## config.mk

```make
export PLATFORM = sky130hd
export DESIGN_NAME = coin_change_dispenser
export DESIGN_NICKNAME = d
export VERILOG_FILES = /design/src/rtl/coin_change_dispenser_pkg.sv /design/src/rtl/coin_change_dispenser_tube.sv /design/src/rtl/coin_change_dispenser.sv
export SDC_FILE = /design/constraint.sdc
export NUM_CORES = 1
export LEC_CHECK = 0
export CORE_MARGIN = 8
export CORE_UTILIZATION = 45
export CTS_CLUSTER_SIZE = 14
export DETAILED_ROUTE_END_ITERATION = 8
export GPL_TIMING_DRIVEN = 0
export PLACE_DENSITY = 0.7
export SLEW_MARGIN = 10
export SYNTH_ARGS = -nofsm -noshare
export SYNTH_HDL_FRONTEND = slang
export SYNTH_HIERARCHICAL = 1
export SYNTH_SLANG_ARGS = --single-unit
```

## constraint.sdc

```tcl
create_clock -name clk -period 5.6 [get_ports clk]
set_input_delay 1.12 -clock clk [delete_from_list [all_inputs] [get_ports clk]]
set_output_delay 1.12 -clock clk [all_outputs]
set_load 0.02 [all_outputs]
```

## src/rtl/coin_change_dispenser_pkg.sv

```systemverilog
// Shared vending constants: coin values, payout FSM state codes and coin-eject codes.
package vend_pkg;

    localparam int NICKEL_C = 5;
    localparam int DIME_C   = 10;

    typedef logic [1:0] state_t;

    localparam state_t IDLE     = 2'd0;
    localparam state_t PAY      = 2'd1;
    localparam state_t GAP_WAIT = 2'd2;
    localparam state_t FIN      = 2'd3;

    typedef enum logic [1:0] {
        COIN_NONE   = 2'd0,
        COIN_NICKEL = 2'd1,
        COIN_DIME   = 2'd2
    } coin_e;

endpackage

```

## src/rtl/coin_change_dispenser_tube.sv

```systemverilog
// One coin tube stock counter: loads full, decrements per ejected coin, sticks at zero.
module coin_tube #(
    parameter int CNT_W = 5,
    parameter int FULL  = 20
) (
    input  logic             clk,
    input  logic             rst,
    input  logic             load,
    input  logic             dec,
    output logic [CNT_W-1:0] cnt,
    output logic             empty
);

    // Reset and refill both reload the tube; an empty tube never wraps.
    always_ff @(posedge clk) begin
        if (!rst || load) begin
            cnt <= CNT_W'(FULL);
        end else if (dec && (cnt != '0)) begin
            cnt <= cnt - CNT_W'(1);
        end
    end

    assign empty = (cnt == '0);

endmodule

```

## src/rtl/coin_change_dispenser.sv

```systemverilog
// Change payout controller: takes a cent amount and ejects dimes first, then nickels,
// with a fixed idle gap after every coin. Reports short payment and the unpaid amount.
//
//  state    | meaning
//  ---------+----------------------------------------------------------
//  IDLE     | ready for a request; refill honoured here only
//  PAY      | one-cycle decision: eject a dime, a nickel, or finish
//  GAP_WAIT | eject line low for GAP cycles after a coin pulse
//  FIN      | done (and short) pulse cycle, back to IDLE next
module coin_change_dispenser
    import vend_pkg::*;
#(
    parameter int AMT_W       = 6,
    parameter int CNT_W       = 5,
    parameter int NICKEL_FULL = 20,
    parameter int DIME_FULL   = 20,
    parameter int GAP         = 2
) (
    input  logic             clk,
    input  logic             rst,
    input  logic             req_valid,
    input  logic [AMT_W-1:0] req_amt,
    output logic             req_ready,
    input  logic             refill,
    output logic             nickel_out,
    output logic             dime_out,
    output logic             busy,
    output logic             done,
    output logic             short,
    output logic [AMT_W-1:0] owed,
    output logic [CNT_W-1:0] nickel_cnt,
    output logic [CNT_W-1:0] dime_cnt
);

    localparam int GAP_W = (GAP > 1) ? $clog2(GAP) : 1;

    state_t           state;
    coin_e            coin;
    logic [AMT_W-1:0] rem;
    logic [AMT_W-1:0] owed_r;
    logic [AMT_W-1:0] amt_trunc;
    logic [GAP_W-1:0] gap_cnt;
    logic             short_r;
    logic             accept;
    logic             tube_load;
    logic             pay_dime;
    logic             pay_nickel;
    logic             nickel_empty;
    logic             dime_empty;

    // Odd cents below a nickel cannot be paid and are dropped at acceptance.
    assign amt_trunc = req_amt - (req_amt % AMT_W'(NICKEL_C));

    assign req_ready  = (state == IDLE) & rst & ~refill;
    assign accept     = req_valid & req_ready;
    assign tube_load  = (state == IDLE) & refill;

    // A coin is only ejected if it does not overpay and its tube has stock.
    assign pay_dime   = (state == PAY) && (rem >= AMT_W'(DIME_C)) && !dime_empty;
    assign pay_nickel = (state == PAY) && !pay_dime &&
                        (rem >= AMT_W'(NICKEL_C)) && !nickel_empty;

    coin_tube #(
        .CNT_W (CNT_W),
        .FULL  (NICKEL_FULL)
    ) u_nickel_tube (
        .clk   (clk),
        .rst   (rst),
        .load  (tube_load),
        .dec   (pay_nickel),
        .cnt   (nickel_cnt),
        .empty (nickel_empty)
    );

    coin_tube #(
        .CNT_W (CNT_W),
        .FULL  (DIME_FULL)
    ) u_dime_tube (
        .clk   (clk),
        .rst   (rst),
        .load  (tube_load),
        .dec   (pay_dime),
        .cnt   (dime_cnt),
        .empty (dime_empty)
    );

    // Payout sequencing with registered coin code, short flag and owed amount.
    always_ff @(posedge clk) begin
        if (!rst) begin
            state   <= IDLE;
            coin    <= COIN_NONE;
            rem     <= '0;
            owed_r  <= '0;
            gap_cnt <= '0;
            short_r <= 1'b0;
        end else begin
            coin    <= COIN_NONE;
            short_r <= 1'b0;
            case (state)
                IDLE: begin
                    if (accept) begin
                        rem    <= amt_trunc;
                        owed_r <= '0;
                        state  <= PAY;
                    end
                end
                PAY: begin
                    if (pay_dime) begin
                        coin    <= COIN_DIME;
                        rem     <= rem - AMT_W'(DIME_C);
                        gap_cnt <= GAP_W'(GAP - 1);
                        state   <= GAP_WAIT;
                    end else if (pay_nickel) begin
                        coin    <= COIN_NICKEL;
                        rem     <= rem - AMT_W'(NICKEL_C);
                        gap_cnt <= GAP_W'(GAP - 1);
                        state   <= GAP_WAIT;
                    end else begin
                        state <= FIN;
                        if (rem != '0) begin
                            short_r <= 1'b1;
                            owed_r  <= rem;
                        end
                    end
                end
                GAP_WAIT: begin
                    if (gap_cnt == '0) begin
                        state <= PAY;
                    end else begin
                        gap_cnt <= gap_cnt - GAP_W'(1);
                    end
                end
                FIN: begin
                    state <= IDLE;
                end
                default: begin
                    state <= IDLE;
                end
            endcase
        end
    end

    assign nickel_out = (coin == COIN_NICKEL);
    assign dime_out   = (coin == COIN_DIME);
    assign busy       = (state != IDLE);
    assign done       = (state == FIN);
    assign short      = short_r;
    assign owed       = owed_r;

endmodule
```

# == Word-level counts from Yosys, hierarchy flattened ==
# Cells that the tools add are included.
# word_totals
output_inout_bits,22
ff_bits,28
inputBits,10
word_cells,85
# op_classes
muxes,21
bitwise,7
n_reduce_logical,28
n_eq_ne,11
div_mod_pow,1
magnitude_cmp,2
add_sub_neg,6
# op_table
op,n
$mux 6,7
$pmux 6 s2,2
$logic_not 5->1,2
$reduce_bool 5->1,2
$sub 5x1->5 const B,2
$ne 2x2->1 const B,4
$pmux 2 s4,1
$logic_and 1x1->1,7
$mux 1,7
$eq 2x2->1 const B,3
$ge 6x3->1 const B,1
$ge 6x4->1 const B,1
$mod 6x3->6 const B,1
$mux 2,3
$reduce_and 2->1,3
$reduce_bool 2->1,3
$reduce_bool 6->1,1
$sub 6x3->6 const B,1
$sub 6x4->6 const B,1
$sub 6x6->6,1
$reduce_and 5->1,1
$and 1x1->1,4
$eq 2x1->1 const B,2
$logic_not 1->1,4
other kinds (10),12

# == Depth between registers and ports, before layout ==
# logic_depth
ltp_word,10
depth_mapped,23
mapped_depth_nobuf,21

# == Hierarchy ==
# The synthesis kept the hierarchy.
# by_module_without_submodules
module,instances,area_per_inst_um2,seq_area_each_um2,cells_each
coin_change_dispenser,1,1914.3,360.3,240
coin_tube,2,266.5,100.1,28

# == Worst setup path after synthesis ==
# OpenSTA, ideal clock, no wires.
# synth_path
path_type,input port to flip-flop
startpoint,input req_amt[3]
endpoint,register rem[5]
t_arrival_ns,5.305
setup_time_ns,0.119
required_ns,5.481
setup_slack_ns,0.176
stages,22
path_cell_list,buf_4 or2b_1 xnor2_1 o21ai_0 ha_1 clkbuf_2 o21ai_2 a2111oi_4 xnor2_1 ha_1 inv_1 nor2_1 o211ai_4 o21ai_0 ha_1 nor2b_1 o21a_1 o2111ai_1 o2111ai_1 nand2b_1 mux2i_1 nor3_1
# synth_via
elab_chain_len,4
# synth_lines
item,line,text
start: declaration,coin_change_dispenser.sv:22,"input logic [AMT_W-1:0] req_amt,"
$mod 6x3->6,coin_change_dispenser.sv:52,assign amt_trunc = req_amt - (req_amt % AMT_W'(NICKEL_C));
$sub 6x6->6 *,coin_change_dispenser.sv:52,
$mux 6 *,coin_change_dispenser.sv:101,if (accept) begin
$pmux 6 s2 *,coin_change_dispenser.sv:99,case (state)
end signal: assignment,coin_change_dispenser.sv:102,rem <= amt_trunc;
end signal: assignment,coin_change_dispenser.sv:110,rem <= rem - AMT_W'(DIME_C);
end signal: assignment,coin_change_dispenser.sv:115,rem <= rem - AMT_W'(NICKEL_C);
end: declaration,coin_change_dispenser.sv:39,logic [AMT_W-1:0] rem;
# Every way passes the cells marked *; elsewhere a longest branch is shown, timed or not. The select of a mux whose other input is x is not followed.
# A chain may end at the register's enable or synchronous reset.

# == Worst setup path in the final report ==
# layout_path
startpoint,input req_amt[5]
endpoint,register rem[4]
# layout_via
elab_chain_len,4
# layout_lines
item,line
$mod 6x3->6,coin_change_dispenser.sv:52
$sub 6x6->6,coin_change_dispenser.sv:52
$mux 6,coin_change_dispenser.sv:101
$pmux 6 s2,coin_change_dispenser.sv:99
# Every way passes these cells. The select of a mux whose other input is x is not followed.

==> summary.md <==
| Metric | Value |
|---|---|
| CTS root buf | clkbuf_8 |
| Worst-skew pair later-pin latency | 0.28 ns |
| # DRC | 0 |
| EDFF count, synth | 0 |
| Ant. Diodes | 0 |
| Layout Area Growth over Synthesis | 20.8% |
| R2R cell count | 9 |
| Count of different cell masters after synthesis | 66 |
| Vias | 2,302 |
| Worst min-delay path class | reg2reg |
| Routed Wire Length | 5840 um |
| Routed wl met2 | ~2800 um |
| Post-Syn Nets | ~330 |
| Die ar. | between 0.008 and 0.009 sq mm |
| Routability cong. | around 0.83 |
| Synth top area share | between 20 and 25% |
| Final clock period utilization by the worst path | between 90% and 100% |
| Die W | 89.7 um |
| Largest net degree at the start of global routing | 16 |
| Height of the die | 89.7 um |
| Pwr/cell area | 261 mW/mm^2 |
| Hold wc startpoint | owed[3] |
| Vias in the first global route | between 2,000 and 2,500 |
| Post-synth top area cell | dfxtp_1 |
| Tightest Pin Transition | 0.658 ns |
| Status | finished, final reports clean |
| Rows | 27 |
| Sequential share of power | 31.7% |
| Final core occ | about 55% |
| Slew Limit Fails | 0 |
| Hold path depth | 2 |
| Clk pwr share | 16.3% |
| Dominant synthesized flop cell | dfxtp_1 |
| Pint | approximately 450 uW |
| CP Launch Type | primary input |
| Share of cells above drive strength 1 | 10.2% |
| CTS Buf Count | 3 |
| DR vias/cell | 5.67 |
| # setup viols final | 0 |
| Final Cell Area | around 0.003 sq mm |
| Clock Skew | 0.00331 ns |
| Area of the multi-input gates | about 0.0018 sq mm |
| Core area | between 0.005 and 0.006 sq mm |
| Minimum clock period | 5.32 ns |
| Clock Path Buffers | 2 |
| Iter 0 DRT Violations | around 160 |
| Gate Count Post-Synth | 296 |
| Peak Freq | 188 MHz |
| Switching pwr | 324 uW |
| Critical path required time | 5.77 ns |
| Worst r2r src | u_dime_tube/cnt[0] |
| WL per Instance | ~14 um |
| Power, Total | 771 uW |
| Hold Vio Cnt, Final | 0 |
| Crit end category | flop |
| Sequential Area | 561 sq um |
| Detail Route met3 WL | between 200 and 250 um |
| Htree depth | 1 |
| Top-Level Pins | 32 |
| Max-cap violations | 0 |
| Worst Hold Slack | 0.465 ns |
| Switching share of power | 42.1% |
| Hpwl dp | 4470 um |
| CTS tree | built |
| Logic pwr share | 52.0% |
| M1 wire length | between 2000 and 3000 um |
| Post-synthesis cell area | 0.00245 sq mm |
| Fill count | ~510 |
| CP Launch Point | req_amt[5] |
| Yosys Warn Count | 6 |
| Commonest non-fill, non-tap cell in the layout | clkdlybuf4s50_1 |
| Synth Register Bits | 28 |
| Post-DRT Antenna Nets | 0 |
| Slew Limit Headroom | roughly 56% |
| Post-synth ARST share | 0% |
| First-pass GRT wire length | 10,400 um |
| Syn avg cell area | 8.27 sq um |
| DRT Pass-1 Iters | 4 |
| Max Used Layer | met4 |
| Sequential area share after synthesis | 22.9% |
| Crit Path Class | in2reg |
| Clock sink total | 28 |
| DP Area | 0.00285 sq mm |
| Initial core utilization | 45.6% |
| GRT Residual Overflow | 0 |
| RSZ-0062 raised after global routing | no |
| Antenna violations before repair | 0 |
| Peak supply drop | 0.119 mV |
| Clock Pin Slew Worst Setup and Hold Paths | around 0.09 ns |
| Final nets | 366 |
| Crit Path Max Fanout | 9 |
| Number of port buffers | 31 |
| Lkg Pwr | 1.15 nW |
| Most frequent cells in the layout | clkdlybuf4s50_1, dfxtp_1, nand2_1, ha_1, inv_1 |
| Critical path data arrival time | 5.50 ns |
| Top post-synthesis cells by area | dfxtp_1, ha_1, nand2_1, a21oi_1, nor2b_1 |
| GRT Total Usage | 14.8% |
| Cts hold-fix bufs | 0 |
worst max-delay path: stages:
cell and delay, ns:
clkdlybuf4s50_1 0.55, or2b_1 0.30, xnor2_1 0.15, o21ai_2 0.18, ha_1 0.18, clkbuf_4 0.19
o21ai_2 0.09, a2111oi_4 0.37, buf_4 0.21, mux2_4 0.31, o211ai_4 0.24, ha_1 0.21
inv_1 0.05, fa_1 0.40, a21o_1 0.18, a21oi_1 0.17, xor2_1 0.21, nor3_1 0.06
a311o_1 0.32
synth_stat cells (all sizes together), types with 4 or more instances:
| library cell | n |
|---|---|
| nand3b | 7 |
| buf | 6 |
| a31oi | 6 |
| clkbuf | 5 |
| or4b | 5 |
| dfxtp | 28 |
| inv | 18 |
| nand4 | 7 |
| or3 | 4 |
| o22ai | 4 |
| nor2b | 11 |
| nand2 | 23 |
| nor2 | 11 |
| mux2i | 4 |
| nand2b | 10 |
| o21ai | 15 |
| o31ai | 5 |
| nand3 | 5 |
| nor3 | 10 |
| o211ai | 7 |
| a21boi | 8 |
| ha | 20 |
| xnor2 | 4 |
| and2 | 4 |
| a21oi | 14 |
power groups by stage:
stage               clock (mW)  combinational (mW)  sequential (mW)
global route             0.139               0.455            0.248
CTS                      0.129               0.396            0.243
floorplan                    0               0.289            0.245
detailed placement           0               0.386            0.248
global placement             0               0.381            0.248
finish                   0.126               0.401            0.245
final timing paths:
check | endpoint | slack (ns)
max | rem[4] | 0.28
min | owed[3] | 0.47
max reg2reg | u_nickel_tube/cnt[3] | 2.59
min reg2reg | owed[3] | 0.47
final cells by class:
type | count | share of cell area (%)
tap | 72 | 3.05
sequential | 28 | 19.0
multi-input combinational | 239 | 60.6
inverter | 18 | 2.29
buffer | 11 | 1.91
timing repair buffer | 34 | 11.3
clock buffer | 4 | 1.86
cells by family (layout without fill, tap and decap cells):
kind of cell	Yosys count	in the layout	share of synthesized area, %
fa+ha+maj	21	21	11.0
compound gates	86	86	26.3
simple gates	118	118	28.9
flops	28	28	22.9
buf+inv	29	67	4.96
mux	7	7	3.32
xor+xnor	7	7	2.51
per-stage QoR:
| step | setup WS [ns] | std cells | TNS (ns) |
|---|---|---|---|
| after detailed placement | -1.05 | 399 | -4.07 |
| after CTS | 0.0327 | 405 | 0 |
| final | 0.279 | 406 | 0 |
| after global routing | 0.0252 | 406 | 0 |
| after floorplan | 0.176 | 296 | 0 |
| after global placement | -1.02 | 399 | -3.83 |
registers in the layout, summed over array words and instances (netlist names):
signal / flops
owed: 6
rem: 6
u_dime_tube/cnt: 5
u_nickel_tube/cnt: 5
coin: 2
state: 2
gap_cnt: 1
short: 1
per-layer routing:
metal | global-route usage, % | vias up
met5 | 0 | -
met4 | 3.81 | 0
met3 | 2.91 | 8
met2 | 24.3 | 34
met1 | 19.0 | 1086
li1 | - | 1174
repair_timing:
item,in CTS,in global routing
pin swaps,2,4
setup buffers,2,1
gates resized for setup,5,6
endpoints found under the setup margin,5,3
No activity file was read; power rests on OpenSTA's default activity.
